`src/rtl/rv_hazard_ctrl.sv`:
```
`default_nettype none
// ============================================================================
// Module   : rv_hazard_ctrl
// Purpose  : Pipeline hazard controller for the 5-stage RV32 core. Shadows the
//            destination tags of the EX/MEM/WB stages. Produces registered
//            EX-stage operand forward selects, load-use bubbles, branch-redirect
//            flushes and data-memory wait-state freezes.
// Ports    : clk, rst_n (sync, active-low)
//            id_*            - decoded ID-stage instruction information
//            ex_branch_taken - EX redirects the PC
//            mem_busy        - data memory wait state
//            forward_ex_rs*  - EX operand select (11 MEM, 10 WB, 0x regfile)
//            stall_*/flush_* - pipeline register hold / bubble enables
//            load_use_cnt, flush_cnt - saturating event counters
// Revision : 1.0 - initial release
// ============================================================================
module rv_hazard_ctrl #(
    parameter int REG_ADDR_WIDTH = 5,
    parameter int CNT_WIDTH      = 16
) (
    input  logic                      clk,
    input  logic                      rst_n,
    input  logic                      id_valid,
    input  logic [REG_ADDR_WIDTH-1:0] id_rs1_addr,
    input  logic [REG_ADDR_WIDTH-1:0] id_rs2_addr,
    input  logic                      id_rs1_used,
    input  logic                      id_rs2_used,
    input  logic [REG_ADDR_WIDTH-1:0] id_rd_addr,
    input  logic                      id_reg_wr,
    input  logic                      id_mem_rd,
    input  logic                      ex_branch_taken,
    input  logic                      mem_busy,
    output logic [1:0]                forward_ex_rs1,
    output logic [1:0]                forward_ex_rs2,
    output logic                      stall_if,
    output logic                      stall_id,
    output logic                      stall_ex,
    output logic                      stall_mem,
    output logic                      flush_id,
    output logic                      flush_ex,
    output logic [CNT_WIDTH-1:0]      load_use_cnt,
    output logic [CNT_WIDTH-1:0]      flush_cnt
);

    localparam logic [CNT_WIDTH-1:0]      CNT_MAX  = '1;
    localparam logic [REG_ADDR_WIDTH-1:0] REG_ZERO = '0;

    // Shadow tag slots
    logic                      ex_valid_q,  mem_valid_q,  wb_valid_q;
    logic [REG_ADDR_WIDTH-1:0] ex_rd_q,     mem_rd_q,     wb_rd_q;
    logic                      ex_wr_q,     mem_wr_q,     wb_wr_q;
    logic                      ex_ld_q,     mem_ld_q,     wb_ld_q;

    logic [1:0]                fwd_rs1_q, fwd_rs2_q;
    logic [1:0]                fwd_rs1_d, fwd_rs2_d;
    logic [CNT_WIDTH-1:0]      load_use_cnt_q, flush_cnt_q;

    logic ex_prod, mem_prod;
    logic rs1_hit_ex, rs2_hit_ex, rs1_hit_mem, rs2_hit_mem;
    logic freeze, redirect, load_use;

    // The WB slot is shadowed for completeness but never forwards from: the
    // register file writes before it reads, so a WB producer is already
    // visible to the ID read.
    logic unused_wb_tag;
    assign unused_wb_tag = ^{wb_valid_q, wb_rd_q, wb_wr_q, wb_ld_q, mem_ld_q};

    always_comb begin
        ex_prod     = ex_valid_q  && ex_wr_q  && (ex_rd_q  != REG_ZERO);
        mem_prod    = mem_valid_q && mem_wr_q && (mem_rd_q != REG_ZERO);
        rs1_hit_ex  = id_rs1_used && (id_rs1_addr != REG_ZERO) && ex_prod  && (id_rs1_addr == ex_rd_q);
        rs2_hit_ex  = id_rs2_used && (id_rs2_addr != REG_ZERO) && ex_prod  && (id_rs2_addr == ex_rd_q);
        rs1_hit_mem = id_rs1_used && (id_rs1_addr != REG_ZERO) && mem_prod && (id_rs1_addr == mem_rd_q);
        rs2_hit_mem = id_rs2_used && (id_rs2_addr != REG_ZERO) && mem_prod && (id_rs2_addr == mem_rd_q);

        // Priority: freeze over redirect over load-use
        freeze   = mem_busy;
        redirect = ex_branch_taken && !mem_busy;
        load_use = id_valid && ex_ld_q && (rs1_hit_ex || rs2_hit_ex) && !mem_busy && !ex_branch_taken;

        // An EX producer will sit in MEM when the consumer reaches EX
        fwd_rs1_d = rs1_hit_ex ? 2'b11 : (rs1_hit_mem ? 2'b10 : 2'b00);
        fwd_rs2_d = rs2_hit_ex ? 2'b11 : (rs2_hit_mem ? 2'b10 : 2'b00);
    end

    assign stall_if  = freeze || load_use;
    assign stall_id  = freeze || load_use;
    assign stall_ex  = freeze;
    assign stall_mem = freeze;
    assign flush_id  = redirect;
    assign flush_ex  = redirect || load_use;

    always_ff @(posedge clk) begin
        if (!rst_n) begin
            ex_valid_q     <= 1'b0;
            ex_rd_q        <= '0;
            ex_wr_q        <= 1'b0;
            ex_ld_q        <= 1'b0;
            mem_valid_q    <= 1'b0;
            mem_rd_q       <= '0;
            mem_wr_q       <= 1'b0;
            mem_ld_q       <= 1'b0;
            wb_valid_q     <= 1'b0;
            wb_rd_q        <= '0;
            wb_wr_q        <= 1'b0;
            wb_ld_q        <= 1'b0;
            fwd_rs1_q      <= 2'b00;
            fwd_rs2_q      <= 2'b00;
            load_use_cnt_q <= '0;
            flush_cnt_q    <= '0;
        end else if (!freeze) begin
            wb_valid_q  <= mem_valid_q;
            wb_rd_q     <= mem_rd_q;
            wb_wr_q     <= mem_wr_q;
            wb_ld_q     <= mem_ld_q;
            mem_valid_q <= ex_valid_q;
            mem_rd_q    <= ex_rd_q;
            mem_wr_q    <= ex_wr_q;
            mem_ld_q    <= ex_ld_q;
            // A bubble entering EX carries no producer
            ex_valid_q  <= id_valid && !flush_ex;
            ex_rd_q     <= id_rd_addr;
            ex_wr_q     <= id_reg_wr;
            ex_ld_q     <= id_mem_rd;

            fwd_rs1_q   <= flush_ex ? 2'b00 : fwd_rs1_d;
            fwd_rs2_q   <= flush_ex ? 2'b00 : fwd_rs2_d;

            if (load_use && (load_use_cnt_q != CNT_MAX)) begin
                load_use_cnt_q <= load_use_cnt_q + 1'b1;
            end
            if (redirect && (flush_cnt_q != CNT_MAX)) begin
                flush_cnt_q <= flush_cnt_q + 1'b1;
            end
        end
    end

    assign forward_ex_rs1 = fwd_rs1_q;
    assign forward_ex_rs2 = fwd_rs2_q;
    assign load_use_cnt   = load_use_cnt_q;
    assign flush_cnt      = flush_cnt_q;

endmodule
`default_nettype wire

```
`config.mk`:
```
export PLATFORM = sky130hd
export DESIGN_NAME = rv_hazard_ctrl
export DESIGN_NICKNAME = d
export VERILOG_FILES = /design/src/rtl/rv_hazard_ctrl.sv
export SDC_FILE = /design/constraint.sdc
export NUM_CORES = 1
export LEC_CHECK = 0
export BUFFER_PORTS_ARGS = -buffer_cell sky130_fd_sc_hd__buf_4
export CAP_MARGIN = 20
export CORE_ASPECT_RATIO = 0.8
export CORE_UTILIZATION = 45
export CTS_BUF_LIST = sky130_fd_sc_hd__clkbuf_2
export CTS_CLUSTER_SIZE = 25
export DETAILED_ROUTE_END_ITERATION = 16
export PLACE_DENSITY = 0.7
export SLEW_MARGIN = 15
export SYNTH_ARGS = -nofsm -noshare
export SYNTH_HDL_FRONTEND = slang
export SYNTH_SLANG_ARGS = --single-unit
```
`constraint.sdc`:
```
create_clock -name clk -period 5.2 [get_ports clk]
set_input_delay 1.04 -clock clk [delete_from_list [all_inputs] [get_ports clk]]
set_output_delay 1.04 -clock clk [all_outputs]
set_load 0.005 [all_outputs]
```
==> key figures <==
Run status
  – Status: complete, no violations

Setup path
  – Most used cell, CP: buf_4
  – Max incr delay on CP: just over 0.5 ns
  – Critical path's top delay family: simple AND/OR/NAND/NOR gates
  – Cell with the largest stage delay on the worst path: or4_1
  – CP endpoint kind: output port
  – WP buf/inv: 3
  – CP required: 4.16 ns
  – Crit-path cells: buf_4, or4_1, o21ai_0, nor4_2, o21ai_1, buf_4, nand2b_1, buf_4
  – Crit path DAT: between 2 and 3 ns
  – CP startpoint kind: primary input
  – Crit Path Category: primary input to output port
  – CP Max Fanout: 13

Global route
  – Total GRT Usage: 0.2014
  – Vias in the first global route: 2092
  – Initial antenna violation count: 0
  – GRT Residual Overflow: 0
  – First-pass GRT wire length: slightly below 10000 um
  – Largest net degree at the start of global routing: 46

Floorplan
  – Die ar.: 0.005982 mm2
  – Die W: ~86 um
  – Die extent in y: 69.38 um
  – Cell row count: 24
  – Core Area: ~0.0055 mm2
  – Boundary pin count: 66
  – Starting density of the core: 0.4673

Timing
  – Smallest hold slack: about 0.52 ns
  – Skew final: 0.02448 ns
  – Tmin final: about 3.7 ns
  – Final Hold Viols: 0
  – Final TNS setup: 0 ns
  – Slew @ Worst Pin: ~0.83 ns
  – Final Slew Violations: 0
  – Fmax achieved: 269.0 MHz
  – Final period utilization: 0.7149
  – Final setup viols: 0
  – RSZ-0062 raised after global routing: no
  – Slew headroom: 0.4471

Logic synthesis
  – Area contributors post-synth: dfxtp_1, xnor2_1, xor2_1
  – Mapped Nets: ~320
  – Gate Count Post-Synth: between 200 and 300
  – Main synth FF type: dfxtp_1
  – Post-synth top area cell: dfxtp_1
  – Post-Synth XOR/XNOR Area: 0.1166
  – Asr flop ratio synth: 0
  – Post-synthesis register bit count: between 50 and 60
  – Mean Syn Cell Area: 8.806 um2
  – Adder-Cell Fraction of Synth Area: 0.009799
  – Sequential fraction of the synthesis area: 0.3998
  – Synth cell types: 43
  – Compound-Gate Fraction of Synth Area: 0.1230
  – Ys Warns: 0
  – Largest family of logic cells by synthesized area: simple AND/OR/NAND/NOR gates
  – Count leader, synth: dfxtp_1
  – Area share of the largest cell type after synthesis: 0.3998
  – Post-Synth Simple-Gate Area: 0.2602
  – Mapped Area: between 0.002 and 0.003 mm2
  – Mux share of post-synthesis cell area: 0.05488
  – Top cells by count, synth: dfxtp_1, nor2_1, nand3_1, xnor2_1, xor2_1
  – Number of flops mapped to enable cells by yosys: 0

Pwr
  – Internal power: 0.4676 mW
  – Sw power: 0.1639 mW
  – Leakage power: approximately 1.2 nW
  – Combinational share of power: 0.107
  – Maximum vdd drop: 0.0001171 V
  – Pwr/cell area: ~200 mW/mm2
  – Seq pwr share: 0.645
  – Clock power share: 0.248
  – Net Sw Frac: 0.2596

CTS
  – Post-cts resize count: 0
  – Clock transition at path regs: 0.25 ns
  – CTS tree: done
  – Clk buf depth: 2
  – Htree depth: 2
  – Worst skew pair latency: 0.42 ns
  – Setup bufs post-CTS: 0
  – CTS root buffer: clkbuf_2
  – CTS Hold Bufs: 0
  – TritonCTS buffer count: 5
  – CTS sink cnt: between 50 and 60

Detailed routing
  – DR pass1 iterations: 4
  – Residual DRC: 0
  – Post-route ant nets: 0
  – Wire length per cell: 13.82 um
  – Via count: approximately 2.3k
  – Top Layer Used: met4
  – Total wire length: about 5900 um
  – Metal3 WL: between 200 and 300 um
  – Met2 Wirelength: about 2600 um
  – M1 wire length: ~3000 um
  – Starting DRT DRC Count: around 110
  – Drt via density: around 5.3

Placement
  – Routability cong.: roughly 0.90
  – I/O Buffers: 65
  – Post-Place Cells: 420
  – HPWL Detailed: 4291 um

Finish
  – P&R area growth vs syn: 22.05%
  – NumNets Final: 375
  – Fillers: approximately 540
  – Layout cells sized above 1: 0.2343
  – Multi-input logic area: 0.001441 mm2
  – Ant diodes: 0
  – Seq. cell area: just over 0.001 mm2
  – Layout Cells excl Fill: about 430

Worst hold path
  – Hold Crit Class: flop to flop

Flow run
  – Max cap viols: 0
## through the flow
stage | setup slack (ns) | utilization | cell area (um2) | total power [mW]
global placement | 1.498 | 0.5625 | 3074 | 0.4824
global route | 1.360 | 0.5703 | 3117 | 0.6604
floorplan | 1.655 | - | 2554 | 0.4528
detailed placement | 1.484 | 0.5625 | 3074 | 0.4823
CTS | 1.479 | 0.5703 | 3117 | 0.6408
finish | 1.482 | 0.5703 | 3117 | 0.6315
## state kept, by name, indices dropped and copies added (netlist names), 2 cells and up
signal	count
load_use_cnt	16
ex_rd_q	5
forward_ex_rs2	2
flush_cnt	16
mem_rd_q	5
forward_ex_rs1	2
## kinds of logic (layout without fill, tap and decap cells)
family,count (synthesis),count (layout)
flops,51,51
fa+ha+maj,2,2
xor+xnor,34,34
buf+inv,19,79
simple gates,121,121
mux,14,14
compound gates,49,49
## layer usage
metal  vias up  GRT usage
li1       1162          -
met4         0    0.03889
met5         -          0
met2        49     0.3016
met1      1070     0.2982
met3         5    0.04286
## tightest hold or removal path: cells and delay by family (launching register included)
family | cells | cell delay [ns]
compound gates | 1 | 0.06
buf+inv | 1 | 0.07
flops | 1 | 0.39
## layout make-up
class	count	share of cell area
clock inverter	2	0.004014
sequential	51	0.3276
timing repair buffer	66	0.1590
tap	78	0.03131
clock buffer	6	0.009635
inverter	5	0.006022
multi-input combinational	220	0.4625
## layout by cell type (no fill, tap or decap), types with 3 or more instances in the layout
master	instances
and4_1	3
and2_1	5
a22oi_1	3
xor2_1	17
dfxtp_1	51
buf_4	66
nand4_1	9
or3_1	8
xnor2_1	17
nand2_1	14
o31ai_1	7
or4_1	10
nand2b_1	3
o21ai_0	12
nand3_1	17
a21oi_1	16
mux2i_1	14
nor3_1	3
clkbuf_2	6
nor2_1	38
inv_1	4
## worst paths after layout
check	from	to	slack (ns)	cells after the start
worst max-delay path	id_rs1_addr[1]	stall_id	1.48	8
worst max register to register	ex_rd_q[3]	load_use_cnt[9]	2.65	6
worst min-delay path	flush_cnt[14]	flush_cnt[14]	0.52	2
worst min register to register	flush_cnt[14]	flush_cnt[14]	0.52	2
## power by group through the flow
| stage | combinational (mW) | sequential (mW) | clock (mW) |
|---|---|---|---|
| after detailed placement | 0.0680 | 0.414 | 0 |
| after CTS | 0.0684 | 0.407 | 0.165 |
| after global routing | 0.0750 | 0.409 | 0.177 |
| after global placement | 0.0677 | 0.415 | 0 |
| final | 0.0679 | 0.407 | 0.156 |
| after floorplan | 0.0410 | 0.412 | 0 |
Power figures use the tool's default switching activity.
